[src/rtl/cordic_job_scheduler.sv]
// Round-robin scheduler that shares one CORDIC datapath (pre-unit, iterative core, sign fix-up)
// between NUM_REQ angle requesters, with one job in flight at a time.
module cordic_job_scheduler #(
  parameter int NUM_REQ    = 4,
  parameter int ITERATIONS = 16,
  localparam int ID_W      = $clog2(NUM_REQ),
  localparam int ITER_W    = (ITERATIONS > 1) ? $clog2(ITERATIONS) : 1
) (
  input  logic                    clk,
  input  logic                    rst,
  input  logic [NUM_REQ-1:0]      req_valid,
  input  logic [32*NUM_REQ-1:0]   req_angle,
  output logic [NUM_REQ-1:0]      req_ready,
  output logic [31:0]             pre_angle,
  input  logic [31:0]             pre_reduced,
  input  logic                    pre_cos_neg,
  input  logic                    pre_sin_neg,
  output logic                    core_load,
  output logic [31:0]             core_angle,
  output logic                    core_en,
  output logic [ITER_W-1:0]       core_iter,
  input  logic [31:0]             core_cos,
  input  logic [31:0]             core_sin,
  output logic                    rsp_valid,
  input  logic                    rsp_ready,
  output logic [ID_W-1:0]         rsp_id,
  output logic [31:0]             rsp_cos,
  output logic [31:0]             rsp_sin,
  output logic                    busy
);

  typedef enum logic [2:0] {IDLE, PRE, LOAD, ITER, CAPT, RESP} state_t;

  state_t            state, state_nxt;
  logic [ITER_W-1:0] cnt;
  logic [ID_W-1:0]   last_grant, id_q, grant_idx;
  logic              grant_found, accept, last_iter;
  logic [31:0]       angle_q;
  logic              cos_neg_q, sin_neg_q;

  // Flip the sign bit when requested, but never emit a negative zero.
  function automatic logic [31:0] fix_sign(input logic [31:0] v, input logic neg);
    logic [31:0] r;
    r = {v[31] ^ neg, v[30:0]};
    if (v[30:0] == 31'd0) r[31] = 1'b0;
    return r;
  endfunction

  // Round-robin search starting just after the previous winner; the sum stays below
  // 2*NUM_REQ, so one conditional subtraction implements the wrap.
  always_comb begin
    logic [ID_W:0] cand_w;
    cand_w      = '0;
    grant_found = 1'b0;
    grant_idx   = '0;
    for (int k = 1; k <= NUM_REQ; k++) begin
      cand_w = {1'b0, last_grant} + (ID_W+1)'(k);
      if (cand_w >= (ID_W+1)'(NUM_REQ)) cand_w = cand_w - (ID_W+1)'(NUM_REQ);
      if (!grant_found && req_valid[cand_w[ID_W-1:0]]) begin
        grant_found = 1'b1;
        grant_idx   = cand_w[ID_W-1:0];
      end
    end
  end

  assign accept    = (state == IDLE) && grant_found && !rst;
  assign req_ready = accept ? (NUM_REQ'(1) << grant_idx) : '0;
  assign last_iter = (cnt == ITER_W'(ITERATIONS - 1));

  always_ff @(posedge clk) begin
    if (rst) state <= IDLE;
    else     state <= state_nxt;
  end

  always_comb begin
    state_nxt = state;
    core_load = 1'b0;
    core_en   = 1'b0;
    rsp_valid = 1'b0;
    busy      = 1'b1;
    unique case (state)
      IDLE: begin
        busy = 1'b0;
        if (accept) state_nxt = PRE;
      end
      PRE:  state_nxt = LOAD;
      LOAD: begin
        core_load = 1'b1;
        state_nxt = ITER;
      end
      ITER: begin
        core_en = 1'b1;
        if (last_iter) state_nxt = CAPT;
      end
      CAPT: state_nxt = RESP;
      RESP: begin
        rsp_valid = 1'b1;
        if (rsp_ready) state_nxt = IDLE;
      end
      default: state_nxt = IDLE;
    endcase
  end

  // Job context: angle/id on accept, sign flags from the pre-unit in LOAD, result in CAPT.
  always_ff @(posedge clk) begin
    if (rst) begin
      cnt        <= '0;
      last_grant <= ID_W'(NUM_REQ - 1);
      id_q       <= '0;
      angle_q    <= '0;
      cos_neg_q  <= 1'b0;
      sin_neg_q  <= 1'b0;
      rsp_cos    <= '0;
      rsp_sin    <= '0;
    end else begin
      if (accept) begin
        angle_q    <= req_angle[{grant_idx, 5'd0} +: 32];
        id_q       <= grant_idx;
        last_grant <= grant_idx;
      end
      if (state == LOAD) begin
        cos_neg_q <= pre_cos_neg;
        sin_neg_q <= pre_sin_neg;
      end
      if (state == ITER) cnt <= last_iter ? '0 : cnt + ITER_W'(1);
      if (state == CAPT) begin
        rsp_cos <= fix_sign(core_cos, cos_neg_q);
        rsp_sin <= fix_sign(core_sin, sin_neg_q);
      end
    end
  end

  assign pre_angle  = angle_q;
  assign core_angle = pre_reduced;
  assign core_iter  = core_en ? cnt : '0;
  assign rsp_id     = id_q;

endmodule
[config.mk]
export PLATFORM = sky130hd
export DESIGN_NAME = cordic_job_scheduler
export DESIGN_NICKNAME = d
export VERILOG_FILES = /design/src/rtl/cordic_job_scheduler.sv
export SDC_FILE = /design/constraint.sdc
export NUM_CORES = 1
export LEC_CHECK = 0
export CORE_AREA = 10 10 137 139
export CTS_CLUSTER_SIZE = 8
export DETAILED_ROUTE_END_ITERATION = 10
export DIE_AREA = 0 0 147 149
export HOLD_SLACK_MARGIN = 0.05
export PLACE_DENSITY_LB_ADDON = 0.12
export SLEW_MARGIN = 5
export SYNTH_ARGS = -nofsm -noshare
export SYNTH_HDL_FRONTEND = slang
export SYNTH_SLANG_ARGS = --single-unit
[constraint.sdc]
create_clock -name clk -period 4.8 [get_ports clk]
set_input_delay 0.96 -clock clk [delete_from_list [all_inputs] [get_ports clk]]
set_output_delay 0.96 -clock clk [all_outputs]
set_load 0.02 [all_outputs]
== Word-level counts from Yosys, hierarchy flattened ==
Index checks and enable logic that the tools add are counted.
Widths: inputs -> output; s select.

* Bitwise logic cells: 2
* Reduce and logical (&&, ||, !) cells: 13
* Add/sub/neg operators: 9
* Shifts and indexed selects: 2
* Multiplexer cells: 33
* Order comparisons: 8
* Equal/unequal tests: 9

{| class="wikitable"
|+ Operators by type and width
! cell !! number
|-
| $shiftx 128x8->32 || 1
|-
| $logic_not 31->1 || 2
|-
| $pmux 3 s6 || 1
|-
| $mux 2 || 8
|-
| $mux 1 || 14
|-
| $ge 3x3->1 const B || 4
|-
| $lt 2x3->1 const B || 4
|-
| $mux 4 || 3
|-
| $mux 3 || 3
|-
| $bmux 1 s2 || 4
|-
| $sub 2x1->2 const B || 4
|-
| $add 2x2->3 const B || 2
|-
| $eq 3x2->1 const B || 2
|-
| $eq 3x3->1 const B || 2
|-
| $ne 2x2->1 const B || 3
|-
| $logic_and 1x1->1 || 5
|-
| $add 4x1->4 const B || 1
|-
| $eq 4x4->1 const B || 1
|-
| $logic_not 1->1 || 4
|-
| $shl 1x2->4 const A || 1
|-
| $add 2x1->3 const B || 1
|-
| $add 2x3->3 const B || 1
|-
| $eq 3x1->1 const B || 1
|-
| $logic_not 3->1 || 1
|-
| 2 further kinds || 3
|}

* Input port bits: 233
* Flip-flop bits (word level): 109
* Output and inout port bits: 142
* Word-level logic and storage cells: 85

== Longest topological paths before layout ==
Gate-level depths: netlist of run 1.

* Word-level depth: 19
* Gate-level depth with buffers: 8

== Worst setup path before layout of run 1 ==
OpenSTA, ideal clock, no wires.

* Path kind: input to output
* Start point: input req_valid[2]
* End point: output req_ready[0]
* Data arrival time: 2219 ps
* Data required time: 3840 ps
* Setup slack: 1621 ps
* Buffers on the path: 2
* Cell stages on the path: 7
* Cells stage by stage: or4_1 buf_2 nand2_2 nor2_1 nand2_2 buf_2 nor2_1

* Longest elaborated chain between the ends: 15
* Elaborated cells between the ends (all ways): 26
* Classes of those cells: shift: 1; mux: 17; reduce/logical: 8

{| class="wikitable"
|+ Ends and longest elaborated chain
! item !! RTL line !! source
|-
| start: declaration || 11 || <nowiki>input logic [NUM_REQ-1:0] req_valid,</nowiki>
|-
| $bmux 1 s2 || 59 || <nowiki>if (!grant_found && req_valid[cand_w[ID_W-1:0]]) begin</nowiki>
|-
| $mux 1 (not written as such) || 59 ||
|-
| $mux 1 || 59 ||
|-
| $logic_not 1->1 || 59 ||
|-
| $logic_and 1x1->1 || 59 ||
|-
| $mux 1 || 59 ||
|-
| $logic_not 1->1 || 59 ||
|-
| $logic_and 1x1->1 || 59 ||
|-
| $mux 1 || 59 ||
|-
| $logic_not 1->1 || 59 ||
|-
| $logic_and 1x1->1 || 59 ||
|-
| $mux 1 || 59 ||
|-
| $logic_and 1x1->1 (2 in series) || 66 || <nowiki>assign accept = (state == IDLE) && grant_found && !rst;</nowiki>
|-
| $mux 4 (*) || 67 || <nowiki>assign req_ready = accept ? (NUM_REQ'(1) << grant_idx) : '0;</nowiki>
|-
| end: declaration || 13 || <nowiki>output logic [NUM_REQ-1:0] req_ready,</nowiki>
|}

Every way passes the cells marked *; elsewhere a longest branch is shown, timed or not. The select of a mux whose other input is x is not followed.

== Worst setup path after layout of run 1 ==
* Start point: input req_valid[3]
* End point: output req_ready[1]

The elaborated chain is that of the path after synthesis.

==> results of run 1 <==
-- synth_stat cells (all sizes together) --
| cell type | count | area, µm² |
|---|---|---|
| nand2b | 1 | 6.26 |
| nand4b | 1 | 8.76 |
| clkinv | 1 | 3.75 |
| xnor2 | 1 | 8.76 |
| ha | 1 | 12.5 |
| nor2 | 15 | 63.8 |
| o21a | 2 | 15.0 |
| a21boi | 1 | 7.51 |
| nor2b | 2 | 12.5 |
| clkbuf | 24 | 91.3 |
| and3 | 1 | 6.26 |
| o211ai | 34 | 390 |
| buf | 61 | 409 |
| nand4 | 4 | 25.0 |
| or3 | 1 | 6.26 |
| a21o | 32 | 240 |
| and3b | 2 | 17.5 |
| o2bb2ai | 1 | 8.76 |
| nor4 | 14 | 87.6 |
| nand3b | 1 | 7.51 |
| a21oi | 74 | 374 |
| nor3 | 4 | 31.3 |
| or4 | 1 | 7.51 |
| and2 | 4 | 25.0 |
| mux2i | 35 | 350 |
| nor3b | 2 | 15.0 |
| o21ba | 1 | 10.0 |
| xor2 | 3 | 26.3 |
| nand2 | 169 | 639 |
| dfxtp | 109 | 2180 |
| o31ai | 1 | 7.51 |
| inv | 4 | 15.0 |
| o21ai | 35 | 175 |
| nand3 | 33 | 165 |
| or3b | 1 | 8.76 |
| a2bb2oi | 1 | 8.76 |
| or2 | 1 | 6.26 |
| o21bai | 1 | 7.51 |
| a22oi | 2 | 15.0 |
-- path summary, 6_finish.rpt --
| kind | start | slack, ns | end | cells after the start |
|---|---|---|---|---|
| hold reg to reg | rsp_id[1]$_SDFFE_PP0P_ | 0.45 | rsp_id[1]$_SDFFE_PP0P_ | 2 |
| setup / recovery | req_valid[3] | 0.75 | req_ready[1] | 7 |
| hold / removal | rsp_id[1]$_SDFFE_PP0P_ | 0.45 | rsp_id[1]$_SDFFE_PP0P_ | 2 |
| setup reg to reg | last_grant[1]$_SDFFE_PP1P_ | 2.53 | pre_angle[29]$_SDFFE_PP0P_ | 6 |
-- sequential cells by signal, summed over array words and instances, names as in the netlist --
name	count
rsp_id	2
pre_angle	32
last_grant	2
rsp_sin	32
rsp_cos	32
state	3
sin_neg_q	1
cos_neg_q	1
cnt	4
-- logic make-up (layout without fill, tap and decap cells) --
family | count (synthesis) | after routing | synth area share, %
and+or+nand+nor | 257 | 257 | 20.7
AOI/OAI and AO/OA | 185 | 185 | 22.9
DFF | 109 | 109 | 39.7
buffers and inverters | 90 | 343 | 9.44
muxes | 35 | 35 | 6.37
xor gates and xnor gates | 4 | 4 | 0.637
adders and majority gates | 1 | 1 | 0.227
-- area by class of cell --
class	instances	area, µm²	area share [%]
tap	220	275	3.13
multi-input combinational	482	2820	32.1
sequential	109	2180	24.8
timing repair buffer	322	3190	36.3
clock inverter	6	65.1	0.740
clock buffer	10	239	2.72
inverter	5	18.8	0.214
-- worst register-to-register path, cell delays in order, from the launching register on --
cell       delay (ns)
dfxtp_1          0.50
mux2i_1          0.38
o2bb2ai_2        0.14
nor2_4           0.16
buf_4            0.46
mux2i_1          0.39
o211ai_1         0.11
-- layer usage --
metal	wire, µm	GRT usage [%]	vias to the layer above
met3	2530	9.38	23
li1	-	-	2821
met2	10200	30.5	227
met1	8950	21.9	2605
met5	0	0	-
met4	342	5.35	0
-- power groups by stage --
| stage | Clock [mW] | Combinational, mW | Sequential, mW |
|---|---|---|---|
| floorplan | 0 | 0.577 | 1.30 |
| global placement | 0 | 1.28 | 1.16 |
| detailed placement | 0 | 1.28 | 1.17 |
| CTS | 0.800 | 1.28 | 1.15 |
| global route | 0.831 | 1.37 | 1.16 |
| finish | 0.771 | 1.26 | 1.14 |
==> impl_results.md, run 1 <==
- Power Density: around 360 nW/µm²
- Routed Antenna Nets: 0
- Register area share after synthesis: roughly two fifths
- Max Clk Rate: between 200 and 250 MHz
- Internal Power: just over 2 mW
- RSZ-0062 raised after global routing: false
- Nets: between 1000 and 1500
- Chip Height: 149 µm
- Total grt overflow: 0
- Core Box Area: between 15000 and 20000 µm²
- Final period util: between 80% and 90%
- Remaining DRCs: 0
- CP Cell Sequence: clkdlybuf4s50_1, or4_1, nand2_2, nor2_1, nand2_2, nor2_1, clkdlybuf4s50_1
- Startpoint types: input port
- RePlAce Congestion: 0.786
- Yosys warning total: 0
- Area Overhead vs Synth: 59.8%
- HP Class: reg -> reg
- Slowest stage delay, CP: ~0.67 ns
- Clk Latency, worst-skew pair: ~0.36 ns
- Synth cell types: between 40 and 50
- First-pass GRT wire length: ~33000 µm
- Initial antenna violation count: 0
- Worst path arrival time: roughly 3 ns
- Final Cell Area: between 8000 and 9000 µm²
- Share of cells above drive strength 1: between 7 and 8%
- Final Skew: ~0.008 ns
- FF+latch count, synth: roughly 110
- Combinational share of power: 39.7%
- Worst Setup End Kind: output pin
- VDD IR max: ~0.19 mV
- Routed wire per std cell: 19.1 µm
- Num CTS Buffers: 9
- Final HPWL DP: 16700 µm
- Cts repair resizes: 0
- Vias/cell: 4.92
- Setup TNS: 0 ns
- Final Non-Filler Cells: 1154
- CP bufs+invs: 2
- Slew @ Worst Pin: 0.834 ns
- Post-CTS setup buffer count: 0
- CTS Hold Bufs: 0
- CTS Buffer Depth: 2
- Fin. Hold Viols: 0
- Syn nets: around 900
- Port bufs: 310
- Slack of the critical path: approximately 0.75 ns
- Worst-path clk slew: about 0.080 ns
- Post-Place Cells: 1138
- Final Max Tran Viols: 0
- Worst path required time: about 3.8 ns
- Final hold slack: ~0.45 ns
- Clock power share: between 20% and 30%
- Number of I/O pins: 375
- Site row count: 47
- Critical Path Fanout Max: 7
- DP Worst Slack: 0.738 ns
- Starting density of the core: between 30 and 40%
- Final design utilization: a little over half
- Fin crit period: 4.05 ns
- Total die area: about 22000 µm²
- Synthesized cell area: ~5500 µm²
- Vias in the first global route: 5592
- Syn Area/Cell: 8.07 µm²
- Critical path's top delay family: simple AND/OR/NAND/NOR gates
- Sw power: roughly 1.1 mW
- Die W: 147 µm
- Syn Inst Count: slightly below 700
- Antenna cells: 0
- H-tree depth: 3
- CTS tree: built
- Leakage: about 3.3 nW
- Fillers: 1582
- Commonest non-fill, non-tap cell in the layout: clkdlybuf4s50_1
- Clock Root Buffer: clkbuf_16
- Power Total: about 3.2 mW
- Largest net degree at the start of global routing: 75
- Switch share: 36.1%
- Clk sinks: 109
- Iter 0 DRT Violations: a little over 300
- Total GRT Usage: about a fifth
- Status: finished clean
- Vias post-DR: between 5000 and 6000
- DP Area: around 8500 µm²
- Most frequent cells in the layout: 309 x clkdlybuf4s50_1, 167 x nand2_1, 109 x dfxtp_1
- Final wirelength: about 22000 µm
- Crit-path slowest cell: or4_1
- Slew HR: between 40% and 50%
- Sequential share of power: 36.0%
- Drt pass-1 iters: 5
- WS Path Type: in -> out
- # Max-Cap Violations: 0
- Final setup fails: 0
Note: power is estimated with default switching activity, not from simulation.
==> run 2: changes to the inputs <==
- CORE_AREA: 10 10 137 139 -> unset
- CORE_MARGIN: unset -> 10
- CORE_UTILIZATION: unset -> 33
- DIE_AREA: 0 0 147 149 -> unset
- clock period: 4.8 -> 3.26 ns (I/O delays scaled with it)
==> impl_results.md, run 2 (same netlist as run 1, synthesis figures left out) <==
- Status: finished clean
- Cell depth of the worst flop-to-flop path: 6
- Reg2reg setup slack: around 1.1 ns
- Nets: 1166
- Initial antenna violation count: 2
- Worst-path clk slew: 0.07 ns
- CTS tree: built
- CTS Buffer Depth: 2
- Chip Height: 149 µm
- Worst path arrival time: 2.55 ns
- Routed wire per std cell: around 19 µm
- Worst path required time: approximately 2.6 ns
- Critical path's top delay family: buffers and inverters
- Most frequent cells in the layout: 306 x clkdlybuf4s50_1, 167 x nand2_1, 109 x dfxtp_1
- Area Overhead vs Synth: 60.9%
- RePlAce Congestion: roughly 0.83
- Met3 Usage GRT: approximately 6.7%
- Commonest non-fill, non-tap cell in the layout: clkdlybuf4s50_1
- Critical Path Fanout Max: 5
- Core Box Area: approximately 16000 µm²
- Crit-path slowest cell: or4_1
- Hold Path Cell Cnt: 2
- Vias/cell: between 4 and 5
- Num CTS Buffers: 9
- Final wirelength: approximately 22000 µm
- # Max-Cap Violations: 0
- Post-CTS setup buffer count: 0
- VDD IR max: between 0.2 and 0.25 mV
- WS Path Type: in -> out
- RSZ-0062 raised after global routing: false
- Clock Root Buffer: clkbuf_16
- R2r endpoint: pre_angle[2]$_SDFFE_PP0P_
- Hold Path End: rsp_id[1]$_SDFFE_PP0P_
- Final HPWL DP: around 17000 µm
- Number of I/O pins: 375
- Met2 Use GR: slightly below 30%
- H-tree depth: 3
- Vias in the first global route: around 5600
- Drt pass-1 iters: 4
- Vias post-DR: ~5700
- Slew @ Worst Pin: approximately 0.84 ns
- Fin crit period: approximately 3.2 ns
- Share of cells above drive strength 1: around 7.6%
- Final Max Tran Viols: 0
- Routed Antenna Nets: 0
- Clk sinks: ~110
- Max Clk Rate: around 310 MHz
- Final design utilization: a little over half
- Reg-to-Reg Start: last_grant[1]$_SDFFE_PP1P_
- CP Cell Sequence: clkdlybuf4s50_1, or4_1, nand2_2, nor2_1, nand2_2, nor2_1, clkdlybuf4s50_1
- Final setup fails: 0
- Fin. Hold Viols: 0
- Clk Latency, worst-skew pair: between 0.3 and 0.4 ns
- Iter 0 DRT Violations: about 220
- Slack of the critical path: slightly above 0.06 ns
- Die W: 149 µm
- Port bufs: 310
- Fillers: between 1500 and 2000
- DP Worst Slack: approximately 0.0074 ns
- Final Skew: around 0.0093 ns
- GR Util met1: 22.6%
- Largest net degree at the start of global routing: 75
- HP Class: reg -> reg
- Cts repair resizes: 1
- Final period util: between 90% and 100%
- Worst Setup End Kind: output pin
- First-pass GRT wire length: 33100 µm
- Hold_sp: rsp_id[1]$_SDFFE_PP0P_
- Busiest grt layer: met2
- Starting density of the core: between 30% and 40%
- Total grt overflow: 0
- CTS Hold Bufs: 0
- Slew HR: 43.8%
- Site row count: 47
- Critical path depth in cells: 7
- Slowest stage delay, CP: just under 0.6 ns
- CP bufs+invs: 2
- Startpoint types: input port
- Leakage: between 3 and 4 nW
- Setup TNS: 0 ns
- Total GRT Usage: roughly a fifth
- Total die area: 22200 µm²
- Remaining DRCs: 0
- Power Density: 533 nW/µm²
run 2: stage by stage:
step                instances  power [mW]  area, µm²  hold slack [ns]
global placement         1141        3.60       8530            0.430
CTS                      1157        4.78       8830            0.448
global route             1159        4.99       8850            0.462
floorplan                 681        2.77       5500            0.466
finish                   1159        4.71       8850            0.441
detailed placement       1141        3.61       8530            0.436
run 2: layer usage:
metal  routed length, µm  share of wire [%]  vias to the layer above
li1                    -                  -                     2835
met1                9120                 42                     2549
met2               10100                 46                      234
met3                2050                9.4                       40
met4                 662                3.0                        0
met5                   0                  0                        -
run 2: how the worst max path moves through the flow:
stage / start / end / slack [ns]
2_1_floorplan: req_valid[2] / req_ready[0] / 0.70
3_3_place_gp: req_valid[3] / req_ready[1] / 0.009
3_5_place_dp: req_valid[3] / req_ready[1] / 0.007
4_1_cts: req_valid[3] / req_ready[2] / 0.01
5_1_grt: req_valid[3] / req_ready[0] / 0.001
6_report: req_valid[3] / req_ready[0] / 0.06
run 2: cell type report:
type	count	area [µm²]	share of cell area, %
diodes	2	5.00	0.0566
clock buffers	10	229	2.59
repair buffers	325	3240	36.7
well taps	220	275	3.11
multi-input cells	482	2820	31.9
clock inverters	6	68.8	0.778
inverters	5	18.8	0.212
flip-flops and latches	109	2180	24.7
run 2: power by group:
part | switching (mW) | internal, mW | total (mW)
Clock | 0.551 | 0.607 | 1.16
Combinational | 0.980 | 0.895 | 1.88
Sequential | 0.134 | 1.55 | 1.68
run 2: worst min-delay path, stage by stage (launching register included):
cell	delay, ns
dfxtp_1	0.31
nand2_1	0.05
nand2_1	0.04
